File: src/rtl/fetch_unit.sv
// Fetch stage: program counter plus instruction register feeding decode/execute.
// Handles stall, execute-driven redirects with wrong-path flush, a sticky
// out-of-range jump flag and a saturating count of delivered instructions.
module fetch_unit #(
  parameter int unsigned         ADDR_W  = 6,
  parameter int unsigned         INS_W   = 13,
  parameter logic [INS_W-1:0]    NOP_INS = '0,
  parameter int unsigned         CNT_W   = 16
) (
  input  logic              clk,
  input  logic              rst,
  input  logic              en,
  input  logic [INS_W-1:0]  ins_in,
  input  logic              jmp_req,
  input  logic [7:0]        jmp_addr,
  output logic [ADDR_W-1:0] pc_addr,
  output logic [INS_W-1:0]  ir_out,
  output logic [ADDR_W-1:0] ir_pc,
  output logic              ir_valid,
  output logic              addr_err,
  output logic [CNT_W-1:0]  fetch_cnt
);

  logic [ADDR_W-1:0] pc_q, pc_d;
  logic [INS_W-1:0]  ir_q, ir_d;
  logic [ADDR_W-1:0] ir_pc_q, ir_pc_d;
  logic              valid_q, valid_d;
  logic              err_q, err_d;
  logic [CNT_W-1:0]  cnt_q, cnt_d;

  // Next-state selection: a jump beats a stall, a stall holds everything.
  always_comb begin
    pc_d    = pc_q;
    ir_d    = ir_q;
    ir_pc_d = ir_pc_q;
    valid_d = valid_q;
    err_d   = err_q;
    cnt_d   = cnt_q;
    if (jmp_req) begin
      pc_d    = jmp_addr[ADDR_W-1:0];
      // The word on ins_in belongs to the wrong path; replace it with a bubble.
      ir_d    = NOP_INS;
      valid_d = 1'b0;
      if (|jmp_addr[7:ADDR_W]) begin
        err_d = 1'b1;
      end
    end else if (en) begin
      ir_d    = ins_in;
      ir_pc_d = pc_q;
      valid_d = 1'b1;
      pc_d    = pc_q + 1'b1;
      if (cnt_q != {CNT_W{1'b1}}) begin
        cnt_d = cnt_q + 1'b1;
      end
    end
  end

  // State registers with synchronous reset taking priority over all inputs.
  always_ff @(posedge clk) begin
    if (rst) begin
      pc_q    <= '0;
      ir_q    <= NOP_INS;
      ir_pc_q <= '0;
      valid_q <= 1'b0;
      err_q   <= 1'b0;
      cnt_q   <= '0;
    end else begin
      pc_q    <= pc_d;
      ir_q    <= ir_d;
      ir_pc_q <= ir_pc_d;
      valid_q <= valid_d;
      err_q   <= err_d;
      cnt_q   <= cnt_d;
    end
  end

  // Outputs are driven straight from registers.
  always_comb begin
    pc_addr   = pc_q;
    ir_out    = ir_q;
    ir_pc     = ir_pc_q;
    ir_valid  = valid_q;
    addr_err  = err_q;
    fetch_cnt = cnt_q;
  end

endmodule
File: config.mk
export PLATFORM = sky130hd
export DESIGN_NAME = fetch_unit
export DESIGN_NICKNAME = d
export VERILOG_FILES = /design/src/rtl/fetch_unit.sv
export SDC_FILE = /design/constraint.sdc
export NUM_CORES = 1
export LEC_CHECK = 0
export ABC_CLOCK_PERIOD_IN_PS = 2200
export CORE_MARGIN = 2
export CORE_UTILIZATION = 25
export CTS_CLUSTER_DIAMETER = 60
export DETAILED_ROUTE_END_ITERATION = 7
export SYNTH_ARGS = -nofsm -noshare
export SYNTH_HDL_FRONTEND = slang
export SYNTH_SLANG_ARGS = --single-unit
File: constraint.sdc
create_clock -name clk -period 2.2 [get_ports clk]
set_clock_uncertainty 0.15 [all_clocks]
set_input_delay 0.33 -clock clk [delete_from_list [all_inputs] [get_ports clk]]
set_output_delay 0.33 -clock clk [all_outputs]
set_load 0.03 [all_outputs]
# Yosys cells after proc, flatten, opt, wreduce, memory -nomap -nowiden

Index checks and enable logic that the tools add are counted.

Bits in registers: 43
Input bits: 25
Output and inout bits: 43

Add/sub/neg operators: 2
Equal/unequal tests: 1
Multiplexer cells: 2
Bitwise operators: 1
Reductions and logical operators: 6

Operators with widths:

| operator                                                        | count |
|---|---|
| 16-bit by 1-bit adder with 16-bit output, second input constant | 1 |
| 16-bit != test, second input constant                           | 1 |
| 6-bit 2-to-1 mux                                                | 2 |
| 6-bit by 1-bit adder with 6-bit output, second input constant   | 1 |
| 2-bit AND reduction                                             | 2 |
| 2-bit OR reduction                                              | 2 |
| 3-bit AND reduction                                             | 1 |
| 2-bit nonzero test                                              | 1 |
| 1-bit NOT                                                       | 1 |

# Depth between registers and ports, before layout

Gate-level depths: netlist of run 1.

Depth in word-level cells: 3
Mapped depth: 7

# Worst setup path before layout of run 1

OpenSTA, ideal clock, no wires.

Path kind: register -> register
From: register cnt_q[0], in the netlist fetch_cnt[0]
To: register cnt_q[7], in the netlist fetch_cnt[7]
Data arrival time: 1846 ps
Required time: 1929 ps
Slack: 83 ps
Cell stages (with the launch flop): 7
Period minus slack after synthesis: 2117 ps
Path through: dfxtp_1 > ha_1 > nand4_4 > nor4_4 > buf_6 > nor3_2 > mux2_4

Longest elaborated chain between the ends: 2
Elaborated cells between the ends (all ways): 3
Classes of those cells: add/sub (1); eq/ne (1); reduce/logical (1)

RTL lines:

| element                                                                          | line | source |
|---|---|---|
| start: declaration                                                               | 29   | `logic [CNT_W-1:0] cnt_q, cnt_d;` |
| start signal: assignment                                                         | 73   | `cnt_q <= cnt_d;` |
| branches (longest 2 deep; another with 16-bit by 1-bit adder with 16-bit output) | n/a  |  |

Parallel ways; which one is timed is not known.
A chain may end at the register's enable or synchronous reset.

# Final worst setup path of run 1

From: register cnt_q[2], in the netlist fetch_cnt[2]
To: output fetch_cnt[2]

RTL lines:

| element          | line | source |
|---|---|---|
| end: declaration | 21   | `output logic [CNT_W-1:0] fetch_cnt` |

No word-level cell between the ends.

==> results of run 1 <==
[cells in the mapped netlist, drive strengths merged]
cell type	instances	share of area, %
xnor2	3	1.4
and4	2	0.90
and3	1	0.39
nor3b	1	0.39
nor2	22	4.3
xor2	1	0.45
mux2	2	1.4
nand3	7	1.8
dfxtp	43	44
nor2b	3	0.97
o21ai	10	2.6
or2	1	0.32
o21a	1	0.39
o211ai	1	0.39
nor4	2	1.4
mux2i	14	7.2
or4	5	1.9
buf	8	3.0
nand2	27	5.2
or3	8	2.6
a311oi	1	0.45
nor3	1	0.52
clkbuf	5	0.97
o41ai	1	0.45
ha	2	1.3
a21oi	25	7.2
or4b	1	0.52
nand4	9	4.0
and2	1	0.32
o31ai	5	1.9
inv	2	0.39
o21ba	1	0.52
[stage by stage]
stage | cells | cell area [um^2] | power [mW]
2_1_floorplan | 216 | 1940 | 0.950
3_3_place_gp | 385 | 2760 | 1.06
3_5_place_dp | 385 | 2760 | 1.06
4_1_cts | 393 | 2860 | 1.62
5_1_grt | 393 | 2860 | 1.68
6_report | 393 | 2860 | 1.60
[worst reg2reg max path, stage by stage, from the launching register on]
cell and delay, ps:
dfxtp_1 390, ha_1 230, nand4_4 190, nor4_4 440
buf_4 230, nor3b_1 60, o21ba_1 170
[sequential cells by signal, indices dropped and copies added (netlist names)]
| register | flops |
|---|---|
| addr_err | 1 |
| fetch_cnt | 16 |
| ir_out | 13 |
| ir_pc | 6 |
| ir_valid | 1 |
| pc_addr | 6 |
[layout by cell type (no fill, tap or decap), types with 2 or more instances in the layout]
cell	synthesis	routed
clkdlybuf4s50_1	0	67
nand3_1	7	7
ha_1	2	2
o21ai_1	5	5
buf_4	1	13
o31ai_1	5	5
o21ai_0	5	5
nor2b_1	3	3
or3_1	8	8
nor2_1	22	22
or4_1	5	5
a21oi_1	21	21
a21oi_2	4	4
and4_1	2	2
clkbuf_8	0	7
nand2_1	27	27
nand4_1	7	7
xnor2_1	3	3
mux2i_1	14	14
dfxtp_1	43	43
[routing by layer]
metal	up-vias	share of wire [%]	wire length [um]
met1	825	46	2220
met3	5	11	505
li1	925	-	-
met5	-	0	0
met2	57	42	2000
met4	0	1.2	55
[area by class of cell]
class                   count  area (um^2)
well taps                 102          128
flip-flops and latches     43          861
repair buffers             80          768
fillers                   808         4750
inverters                   2         7.51
clock buffers               8          100
multi-input cells         158          992
[power by group through the flow]
| stage | combinational [mW] | sequential [mW] | clock [mW] |
|---|---|---|---|
| after floorplan | 0.0735 | 0.876 | 0 |
| after detailed placement | 0.224 | 0.836 | 0 |
| after global placement | 0.222 | 0.837 | 0 |
| after CTS | 0.225 | 0.819 | 0.576 |
| after global routing | 0.241 | 0.822 | 0.613 |
| final | 0.222 | 0.818 | 0.560 |
[cell families after synthesis]
| group | synth area share [%] |
|---|---|
| compound gates | 14.0 |
| xor+xnor | 1.81 |
| fa+ha+maj | 1.29 |
| buf+inv | 4.33 |
| flops | 44.4 |
| mux | 8.59 |
| simple gates | 25.6 |
[path summary, 6_finish.rpt]
kind	start	slack, ps	endpoint
setup / recovery	fetch_cnt[2]$_SDFFE_PP0P_	220	fetch_cnt[2]
hold / removal	addr_err$_SDFFE_PP0P_	300	addr_err$_SDFFE_PP0P_
hold reg to reg	addr_err$_SDFFE_PP0P_	300	addr_err$_SDFFE_PP0P_
setup reg to reg	fetch_cnt[0]$_SDFFE_PP0P_	230	fetch_cnt[1]$_SDFFE_PP0P_
==> impl_metrics.json, run 1 <==
{
  "grt_pass1_wl_mm": 8.19,
  "ctsResizeCount": 0,
  "sw_frac_of_total_pct": 25.1,
  "cts_setup_buffers": 0,
  "path_class": "reg2out",
  "cts_tree": "yes",
  "max_freq_ghz": 0.504,
  "drv_slew": 0,
  "avgRoutedWirePerCell_um": 12.2,
  "power_frac_clock_pct": 35.0,
  "slew_headroom_pct": 68.6,
  "clock_latency_ps": 290,
  "power.leakage_nw": 1.04,
  "synth-seq-area-share_pct": 44.4,
  "worst-path-buf-inv": 1,
  "p_sw_mw": 0.402,
  "grtUsageMet2_pct": 17.6,
  "core_mm2": 0.00761,
  "ios": 68,
  "row_count": 32,
  "cts_made_buffers": 5,
  "gr-total-overflow": 0,
  "cp_cell_sequence": "clkdlybuf4s50_1",
  "intPower_mw": 1.20,
  "power_frac_comb_pct": 13.9,
  "drive_above_1_share_pct": 11.0,
  "cp-start-kind": "flop",
  "dr_total_vias": 1812,
  "powerDensity_mw_per_mm2": 560,
  "diodes": 0,
  "synth-seq-cells": 43,
  "syn_nets": 243,
  "cp-end-kind": "output port",
  "grt_pass1_vias": 1728,
  "dieWidth_um": 92.0,
  "hold_violations": 0,
  "layout_setup_ws_ps": 218,
  "wl_mm": 4.78,
  "die_y_um": 92.0,
  "cts_buffer_depth": 2,
  "grt_max_degree": 15,
  "post-route-period-util_pct": 90.1,
  "finalSetupTns_ps": 0,
  "ir_worst_vdd_mv": 0.264,
  "dr.pass1.iters": 4,
  "hpwlAfterDp_mm": 3.64,
  "io_buffers": 67,
  "min_period_ps": 1980,
  "reg2regPathDepth": 6,
  "dieArea_mm2": 0.00847,
  "yosys_warnings": 0,
  "postRouteAntennaNets": 0,
  "crit_fanout": 7,
  "place_ws_ps": 57.0,
  "setup_violations": 0,
  "globalplace.congestion": 0.738,
  "initial_utilization_pct": 25.5,
  "avgSynthCellArea_um2": 8.97,
  "seqPwrFrac_pct": 51.1,
  "top_usage_layer": "met2",
  "grtUsageMet1_pct": 15.3,
  "hold_class": "reg2reg",
  "status": "completed",
  "crit_slowest_cell": "clkdlybuf4s50_1",
  "viasPerCell": 4.61,
  "fin_util_pct": 37.5,
  "cts_sinks": 43,
  "cap_violations": 0,
  "crit_cells": 1,
  "path_delay_family": "buffers and inverters",
  "syn_inst": 216,
  "worst_slew_pin_slew_ps": 471,
  "drc": 0,
  "grt_util_met3_pct": 6.00,
  "holdPathStages": 2,
  "cp_slowest_stage_delay_ps": 730,
  "cts-root-buf": "clkbuf_8",
  "cp_data_arrival_time_ps": 1500,
  "fin_hold_ws_ps": 304,
  "hold_buffers": 0,
  "grtUsageTotal_pct": 11.9,
  "clkTransAtPathRegs_ps": 80,
  "drt_iter0_markers": 96,
  "nets": 317,
  "antenna_found_initial": 0,
  "synth_cell_types": 43,
  "rsz0062_at_grt": "false",
  "netlist_area_mm2": 0.00194,
  "required_ps": 1720,
  "area_delta_synth_final_pct": 47.5,
  "htreeDepth": 2
}
Power figures use the tool's default switching activity.
==> run 2: changes to the inputs <==
--- a/config.mk
+++ b/config.mk
@@ -8,6 +8,7 @@
 export ABC_CLOCK_PERIOD_IN_PS = 2200
 export CORE_MARGIN = 2
 export CORE_UTILIZATION = 25
+export CTS_BUF_LIST = sky130_fd_sc_hd__clkbuf_4 sky130_fd_sc_hd__clkbuf_8
 export CTS_CLUSTER_DIAMETER = 60
 export DETAILED_ROUTE_END_ITERATION = 7
 export SYNTH_ARGS = -nofsm -noshare
==> run 2 against run 1 <==
Net effect: utilization hardly changed; cell count stayed put; critical path depth stayed put; routed wire length hardly changed; clock power is 2% higher; sequential power hardly changed; first-iteration DRC count is 1.0% lower.
==> impl_metrics.json, run 2 (synthesized netlist as in run 1, its figures left out) <==
{
  "clock_latency_ps": 290,
  "dieArea_mm2": 0.00847,
  "initial_utilization_pct": 25.5,
  "fin_cells": 393,
  "status": "completed",
  "holdPathStages": 2,
  "rsz0062_at_grt": "false",
  "crit_fanout": 7,
  "grtUsageMet2_pct": 17.6,
  "worst_slew_pin_slew_ps": 471,
  "core_mm2": 0.00761,
  "ctsResizeCount": 0,
  "area_delta_synth_final_pct": 47.7,
  "min_period_ps": 1980,
  "hold_buffers": 0,
  "cp_slowest_stage_delay_ps": 730,
  "wl_mm": 4.78,
  "path_delay_family": "buffers and inverters",
  "die_y_um": 92.0,
  "row_count": 32,
  "crit_slowest_cell": "clkdlybuf4s50_1",
  "power_frac_clock_pct": 35.5,
  "post-route-period-util_pct": 90.1,
  "sw_frac_of_total_pct": 24.9,
  "drive_above_1_share_pct": 11.3,
  "final_common_cell": "clkdlybuf4s50_1",
  "ir_worst_vdd_mv": 0.270,
  "fill_cells": 806,
  "dieWidth_um": 92.0,
  "grt_util_met3_pct": 6.00,
  "fin_hold_ws_ps": 304,
  "cts_tree": "yes",
  "final_cell_mix": "67 x clkdlybuf4s50_1, 43 x dfxtp_1, 27 x nand2_1",
  "htreeDepth": 2,
  "hold_class": "reg2reg",
  "avgRoutedWirePerCell_um": 12.2,
  "slew_headroom_pct": 68.6,
  "powerDensity_mw_per_mm2": 564,
  "io_buffers": 67,
  "dr_total_vias": 1812,
  "cts_setup_buffers": 0,
  "layout_setup_ws_ps": 218,
  "grtUsageTotal_pct": 11.9,
  "grt_pass1_wl_mm": 8.19,
  "path_class": "reg2out",
  "finalInstanceArea_mm2": 0.00286,
  "cts-root-buf": "clkbuf_8",
  "dpl_cell_area_mm2": 0.00276,
  "rrSetupSlack_ps": 230,
  "grt_pass1_vias": 1728,
  "globalplace.congestion": 0.738,
  "hold_violations": 0,
  "cp_cell_sequence": "clkdlybuf4s50_1",
  "place_ws_ps": 57.0,
  "cp-end-kind": "output port",
  "cts_buffer_depth": 2,
  "grtUsageMet1_pct": 15.3,
  "nets": 317,
  "required_ps": 1720,
  "regArea_um2": 861,
  "drt_iter0_markers": 95,
  "hpwlAfterDp_mm": 3.64,
  "gr-total-overflow": 0,
  "startpoint": "fetch_cnt[2]$_SDFFE_PP0P_",
  "antenna_found_initial": 0,
  "power_frac_comb_pct": 13.8,
  "setup_violations": 0,
  "ios": 68,
  "postRouteAntennaNets": 0,
  "cap_violations": 0,
  "reg2reg_to": "fetch_cnt[1]$_SDFFE_PP0P_",
  "viasPerCell": 4.61,
  "cp_data_arrival_time_ps": 1500,
  "power.leakage_nw": 1.04,
  "grt_max_degree": 15,
  "r2r-start": "fetch_cnt[0]$_SDFFE_PP0P_",
  "top_usage_layer": "met2",
  "reg2regPathDepth": 6,
  "drc": 0,
  "clkTransAtPathRegs_ps": 80,
  "drv_slew": 0,
  "multi_input_area_um2": 992,
  "diodes": 0,
  "endpoint": "fetch_cnt[2]",
  "worst-path-buf-inv": 1,
  "seqPwrFrac_pct": 50.7,
  "cts_sinks": 43,
  "largest_reg_flops": 16,
  "cp-start-kind": "flop",
  "dp_cells": 385,
  "finalSetupTns_ps": 0,
  "max_freq_ghz": 0.504,
  "cts_made_buffers": 5,
  "p_sw_mw": 0.402,
  "dr.pass1.iters": 4,
  "crit_cells": 1,
  "intPower_mw": 1.21
}
-- run 2: cell counts in the layout (fill, tap and decap cells not counted) --
Identical to the previous run, type by type.
-- run 2: layout make-up --
class / count / share of cell area [%]
Inverter: 2 / 0.262
Clock buffer: 8 / 3.63
Timing Repair Buffer: 80 / 26.9
Sequential cell: 43 / 30.1
Multi-Input combinational cell: 158 / 34.7
Tap cell: 102 / 4.46
-- run 2: stage by stage --
stage	power, mW	util (%)
2_1_floorplan	0.950	-
3_3_place_gp	1.06	36.2
3_5_place_dp	1.06	36.2
4_1_cts	1.63	37.6
5_1_grt	1.69	37.6
6_report	1.61	37.6
-- run 2: worst min path at each step --
stage                     startpoint                      end  slack (ps)
3_3_place_gp   addr_err$_SDFFE_PP0P_    addr_err$_SDFFE_PP0P_         290
4_1_cts        addr_err$_SDFFE_PP0P_    addr_err$_SDFFE_PP0P_         310
5_1_grt        ir_pc[5]$_SDFFE_PP0P_    ir_pc[5]$_SDFFE_PP0P_         320
3_5_place_dp   addr_err$_SDFFE_PP0P_    addr_err$_SDFFE_PP0P_         300
6_report       addr_err$_SDFFE_PP0P_    addr_err$_SDFFE_PP0P_         300
2_1_floorplan            jmp_addr[4]  pc_addr[4]$_SDFFE_PP0P_         320
-- run 2: layer usage --
metal	share of wire [%]	wire length (um)	vias to the layer above
li1	-	-	925
met1	46	2220	825
met2	42	2000	57
met3	11	505	5
met4	1.2	55	0
met5	0	0	-
-- run 2: power groups by stage --
stage / Combinational [mW] / Sequential, mW / Clock (mW)
after detailed placement: 0.224 / 0.836 / 0
after global placement: 0.222 / 0.837 / 0
after global routing: 0.241 / 0.822 / 0.626
after CTS: 0.225 / 0.819 / 0.588
after floorplan: 0.0735 / 0.876 / 0
final: 0.222 / 0.818 / 0.572
==> run 3: changes to the inputs <==
--- a/config.mk
+++ b/config.mk
@@ -5,7 +5,6 @@
 export SDC_FILE = /design/constraint.sdc
 export NUM_CORES = 1
 export LEC_CHECK = 0
-export ABC_CLOCK_PERIOD_IN_PS = 2200
 export CORE_MARGIN = 2
 export CORE_UTILIZATION = 25
 export CTS_BUF_LIST = sky130_fd_sc_hd__clkbuf_4 sky130_fd_sc_hd__clkbuf_8
==> results of run 3 <==
The final DEF is identical to that of run 2; final timing and power are the same.
==> RTL change 1: new RTL, flow settings as in run 2 <==
`pc_q` no longer has a reset.
--- a/src/rtl/fetch_unit.sv
+++ b/src/rtl/fetch_unit.sv
@@ -59,5 +59,4 @@
   always_ff @(posedge clk) begin
     if (rst) begin
-      pc_q    <= '0;
       ir_q    <= NOP_INS;
       ir_pc_q <= '0;
@@ -66,5 +65,4 @@
       cnt_q   <= '0;
     end else begin
-      pc_q    <= pc_d;
       ir_q    <= ir_d;
       ir_pc_q <= ir_pc_d;
@@ -73,4 +71,8 @@
       cnt_q   <= cnt_d;
     end
+  end
+
+  always_ff @(posedge clk) begin
+    pc_q <= pc_d;
   end
 
Behaviour: not the same (a bounded check fails within 4 cycles, from zero or initial values and one cycle with rst high).
==> RTL change 1 against run 2 <==
  * Cell area is 2.7% lower
  * First-iteration DRC count is 3.2% lower
  * Routed wire length is 1.6% lower
  * Sequential cell count stayed put
  * Power is 2.7% higher
  * Count of clock-buffer cells in the layout is 2 lower
  * Synthesized area is 3.4% lower
  * Setup slack worse by 0.0022 ns
  * Critical endpoint is now fetch_cnt[14]
==> RTL change 1: results <==
group,metric,value,unit
routing,wl_per_cell,12.5,microns
routing,post_detailed_route_via_to_cell_ratio,4.50,
logic_synthesis,synth_top_cell_area_share,39.6,%
critical_path,setup.reg_to_reg.worst_slack,0.22,ns
routing,drt_pass1_iterations,6,
logic_synthesis,synth_common_cells,"37 x sky130_fd_sc_hd__dfxtp_1, 23 x sky130_fd_sc_hd__nand2_1, 20 x sky130_fd_sc_hd__nor2_1",
critical_path,cp_data_arrival_time,2.06,ns
timing,worst_hold_check_slack,0.299,ns
power,worst_ir_drop_vdd,351,uV
clocking,cts_setup_buffers,0,
clocking,clock_tree.buffer_depth,2,
critical_path,critical_path.max_fanout,5,
min_path,holdCritStartpoint,"addr_err",
logic_synthesis,synth.yosys.seq_area_share,49.2,%
power,power_density,595,nW/um^2
grt,global_route.usage.total,11.9,%
critical_path,worst_r2r_path_depth,5,
clocking,number_of_buffers_inserted_during_clock_tree_synthesis,5,
logic_synthesis,ys_async_sr_fraction,0,%
final_layout,finish.net_count,302,
logic_synthesis,synth_top_flop_cell,"sky130_fd_sc_hd__dfxtp_1",
logic_synthesis,synth_cell_types,35,
logic_synthesis,postSynthNetCount,227,
grt,number_of_global_route_vias_before_repair,1661,
clocking,cts.reportedPaths.clkPinSlew,0.08,ns
min_path,timing.hold.worst_path_depth,2,
clocking,clock-root-buffer,"sky130_fd_sc_hd__clkbuf_8",
routing,drt-initial-drc-count,92,
logic_synthesis,synth_edf_count,6,
grt,pin_count_of_the_biggest_net_entering_global_routing,17,
power,internal-power,0.00121,W
logic_synthesis,synthTopCellsByArea,"sky130_fd_sc_hd__dfxtp_1 40%, sky130_fd_sc_hd__edfxtp_1 9.6%, sky130_fd_sc_hd__mux2i_1 7.5%",
critical_path,worstReg2RegStart,"fetch_cnt[0]",
min_path,hold_path.class,"reg -> reg",
min_path,hold_path_end,"addr_err",
placed_design,gpl.final_weighted_congestion,0.779,
critical_path,worst_r2r_endpoint,"fetch_cnt[14]",
run_status,outcome,"completed",
clocking,worst_skew_pair_latency,0.30,ns
grt,grt_pass1_wl,7950,microns
logic_synthesis,synth.yosys.warnings,0,
clocking,cts_resized,0,
clocking,htreeDepth,2,
timing,setup_viol,0,
placed_design,dp_hpwl,3610,microns
grt,antenna_found_initial,0,
placed_design,numPortBuffers,67,
timing,timing_worst_slew_pin_value,0.492,ns
final_layout,n_fill_cell,747,
placed_design,placedInstanceArea,2690,sq um
power,cellLeakagePower,0.986,nW
final_layout,largest_reg_flops,16,
final_layout,diodes,0,
final_layout,layout-drive-gt1-share,10.1,%
-- RTL change 1: changes by cell type in the layout (fill, tap and decap cells not counted), sizes merged, moves of 3 or more --
cell    before  now
dfxtp       43   37
edfxtp       0    6
nand4        9    5
buf         13   10
nand2       27   23
a21oi       25   17
o21ai       10   15
or4          5    2
-- RTL change 1: stage by stage --
step,cells,total power [W],TNS (ns),setup slack (ns)
6_report,375,0.00166,0,0.215
5_1_grt,375,0.00174,0,0.113
4_1_cts,375,0.00169,0,0.212
3_5_place_dp,367,0.00117,-0.00210,-0.00210
3_3_place_gp,367,0.00117,0,0.0324
2_1_floorplan,200,0.00103,0,0.0636
-- RTL change 1: how the worst max path moves through the flow --
stage,slack (ns),start,endpoint,cells after the start
finish,0.22,fetch_cnt[0],fetch_cnt[14],5
floorplan,0.06,fetch_cnt[0],fetch_cnt[14],5
global route,0.11,fetch_cnt[13],fetch_cnt[4],4
CTS,0.21,fetch_cnt[0],fetch_cnt[14],5
global placement,0.03,jmp_req,fetch_cnt[14],5
detailed placement,-0.002,jmp_req,fetch_cnt[11],6
-- RTL change 1: critical path: stages (launching register included) --
cell and delay, ns:
sky130_fd_sc_hd__dfxtp_2 0.38, sky130_fd_sc_hd__ha_1 0.23, sky130_fd_sc_hd__nand4_1 0.14, sky130_fd_sc_hd__or3_4 0.35, sky130_fd_sc_hd__or4_1 0.50, sky130_fd_sc_hd__a21oi_1 0.15
-- RTL change 1: per-layer routing --
layer	GRT usage [%]	vias up	part of all wire [%]
met5	0	-	0
met4	3.85	0	1.1
met3	5.93	5	9.8
met2	17.5	61	43
met1	15.2	762	46
li1	-	860	-
-- RTL change 1: final cells by class --
class,instances,area share [%]
multi-input combinational,144,31.8
sequential,43,33.2
tap,99,4.45
clock buffer,6,2.74
clock inverter,2,0.450
inverter,4,0.540
timing repair buffer,77,26.8
-- RTL change 1: power by group through the flow --
stage / combinational, W / clock, W / sequential, W
6_report: 0.000280 / 0.000512 / 0.000865
5_1_grt: 0.000303 / 0.000565 / 0.000873
4_1_cts: 0.000284 / 0.000538 / 0.000867
3_5_place_dp: 0.000283 / 0 / 0.000884
3_3_place_gp: 0.000282 / 0 / 0.000884
2_1_floorplan: 0.0000871 / 0 / 0.000944
-- RTL change 1: kinds of logic after synthesis --
family / after synthesis / share of synthesized area, %
mux: 16 / 8.69
flops: 43 / 49.2
xor+xnor: 5 / 2.34
compound gates: 37 / 11.6
simple gates: 84 / 23.3
fa+ha+maj: 2 / 1.34
buf+inv: 13 / 3.48
==> RTL change 2: new RTL, flow settings as in run 2 <==
Made on the original files. Set the parameter `INS_W` to 26 (it was 13).
--- a/src/rtl/fetch_unit.sv
+++ b/src/rtl/fetch_unit.sv
@@ -4,5 +4,5 @@
 module fetch_unit #(
   parameter int unsigned         ADDR_W  = 6,
-  parameter int unsigned         INS_W   = 13,
+  parameter int unsigned         INS_W   = 26,
   parameter logic [INS_W-1:0]    NOP_INS = '0,
   parameter int unsigned         CNT_W   = 16
Interface: changed (resized ins_in and ir_out); port bits go from 68 to 94. The function was not compared with the original's and may differ.
==> RTL change 2 against run 2 <==
  * Sequential cell count up 13
  * Critical path depth unchanged
  * Power up 29%
  * Worst hold slack better by 0.0024 ns
  * Synthesized area up 24%
  * Routed wire length up 38%
  * Utilization up 1.4 points
  * Cell area up 27%
  * Setup slack worse by 0.021 ns
==> RTL change 2: results <==
group,metric,value,unit
placed_design,numPortBuffers,93,
logic_synthesis,synth_cell_types,39,
clocking,worst_skew_pair_latency,0.31,ns
final_layout,inverters_excl_clock,3,
grt,number_of_global_route_vias_before_repair,2269,
power,internal-power,0.00155,W
routing,postRouteWirelength,6620,microns
final_layout,seq_share,31.1,%
final_layout,finish.net_count,400,
critical_path,crit_start,"fetch_cnt[11]",
power,power.clock.fraction,34.3,%
logic_synthesis,synth.yosys.seq_area_share,46.9,%
final_layout,final-nonclk-buf-share,27.9,%
final_layout,multiInputGateArea,1200,sq um
run_status,outcome,"completed",
routing,drt-initial-drc-count,69,
power,worst_ir_drop_vdd,367,uV
placed_design,gpl.final_weighted_congestion,0.792,
routing,drt_pass1_iterations,4,
logic_synthesis,synthTopCellsByArea,"sky130_fd_sc_hd__dfxtp_1 47%, sky130_fd_sc_hd__mux2i_1 12%, sky130_fd_sc_hd__nor2_1 6.6%",
power,cellLeakagePower,1.34,nW
final_layout,largest_reg_flops,26,
final_layout,clock_network_area_share,3.18,%
power,p_comb,0.000303,W
critical_path,worst_r2r_path_depth,5,
clocking,clock_tree.buffer_depth,2,
grt,global_route.usage.total,13.2,%
clocking,cts.reportedPaths.clkPinSlew,0.10,ns
final_layout,final_cell_count_no_fill,490,
clocking,tritoncts_num_sinks,56,
grt,grt_pass1_wl,10900,microns
final_layout,nNonClkBuffers,104,
final_layout,nMultiInputCombCells,190,
logic_synthesis,synth_common_cells,"56 x sky130_fd_sc_hd__dfxtp_1, 42 x sky130_fd_sc_hd__nor2_1, 29 x sky130_fd_sc_hd__mux2i_1",
logic_synthesis,synth.yosys.warnings,0,
final_layout,n_fill_cell,984,
critical_path,cp_data_arrival_time,1.52,ns
placed_design,dpl.cell_count,482,
logic_synthesis,syn_inst_count,263,
grt,pin_count_of_the_biggest_net_entering_global_routing,32,
power,comb_power_share,14.5,%
critical_path,critical_path.max_fanout,9,
logic_synthesis,postSynthNetCount,303,
placed_design,dp_hpwl,4850,microns
critical_path,worstReg2RegStart,"fetch_cnt[0]",
critical_path,worst_r2r_endpoint,"fetch_cnt[14]",
critical_path,setup.worst_path.end,"fetch_cnt[11]",
final_layout,layout-drive-gt1-share,9.42,%
timing,timing_worst_slew_pin_value,0.516,ns
final_layout,num-clock-buffers,6,
-- RTL change 2: cell count changes after synthesis, moves of 5 or more --
cell                      before  now
sky130_fd_sc_hd__nor2_1       22   42
sky130_fd_sc_hd__mux2i_1      14   29
sky130_fd_sc_hd__dfxtp_1      43   56
sky130_fd_sc_hd__o21ai_1       5    0
-- RTL change 2: how the worst min path moves through the flow --
| stage | end | slack, ns | cells after the start |
|---|---|---|---|
| 2_1_floorplan | pc_addr[4] | 0.32 | 2 |
| 3_3_place_gp | addr_err | 0.29 | 2 |
| 3_5_place_dp | addr_err | 0.30 | 2 |
| 4_1_cts | addr_err | 0.31 | 2 |
| 5_1_grt | ir_pc[4] | 0.33 | 2 |
| 6_report | addr_err | 0.31 | 2 |
-- RTL change 2: worst reg2reg max path, stage by stage (launching register included) --
cell	delay, ns
sky130_fd_sc_hd__dfxtp_2	0.38
sky130_fd_sc_hd__ha_1	0.21
sky130_fd_sc_hd__nand3_1	0.14
sky130_fd_sc_hd__or3_4	0.36
sky130_fd_sc_hd__nor4_2	0.29
sky130_fd_sc_hd__mux2_2	0.36
-- RTL change 2: kinds of logic after synthesis --
kind of cell	after synthesis	share of synthesized area [%]
DFF	56	46.9
buffers and inverters	17	3.03
muxes	33	14.0
AOI/OAI and AO/OA	36	8.32
xor gates and xnor gates	4	1.46
and+or+nand+nor	115	25.3
adders and majority gates	2	1.05
-- RTL change 2: per-stage QoR --
step / area [sq um] / setup WS [ns]
after floorplan: 2390 / 0.0943
after CTS: 3620 / 0.174
after global placement: 3500 / -0.0348
final: 3620 / 0.197
after global routing: 3620 / 0.108
after detailed placement: 3500 / -0.0643
-- RTL change 2: per-layer routing --
layer	part of all wire, %	global-route usage (%)
met4	1.3	3.69
met2	47	22.2
met3	10	5.47
met5	0	0
met1	42	15.6
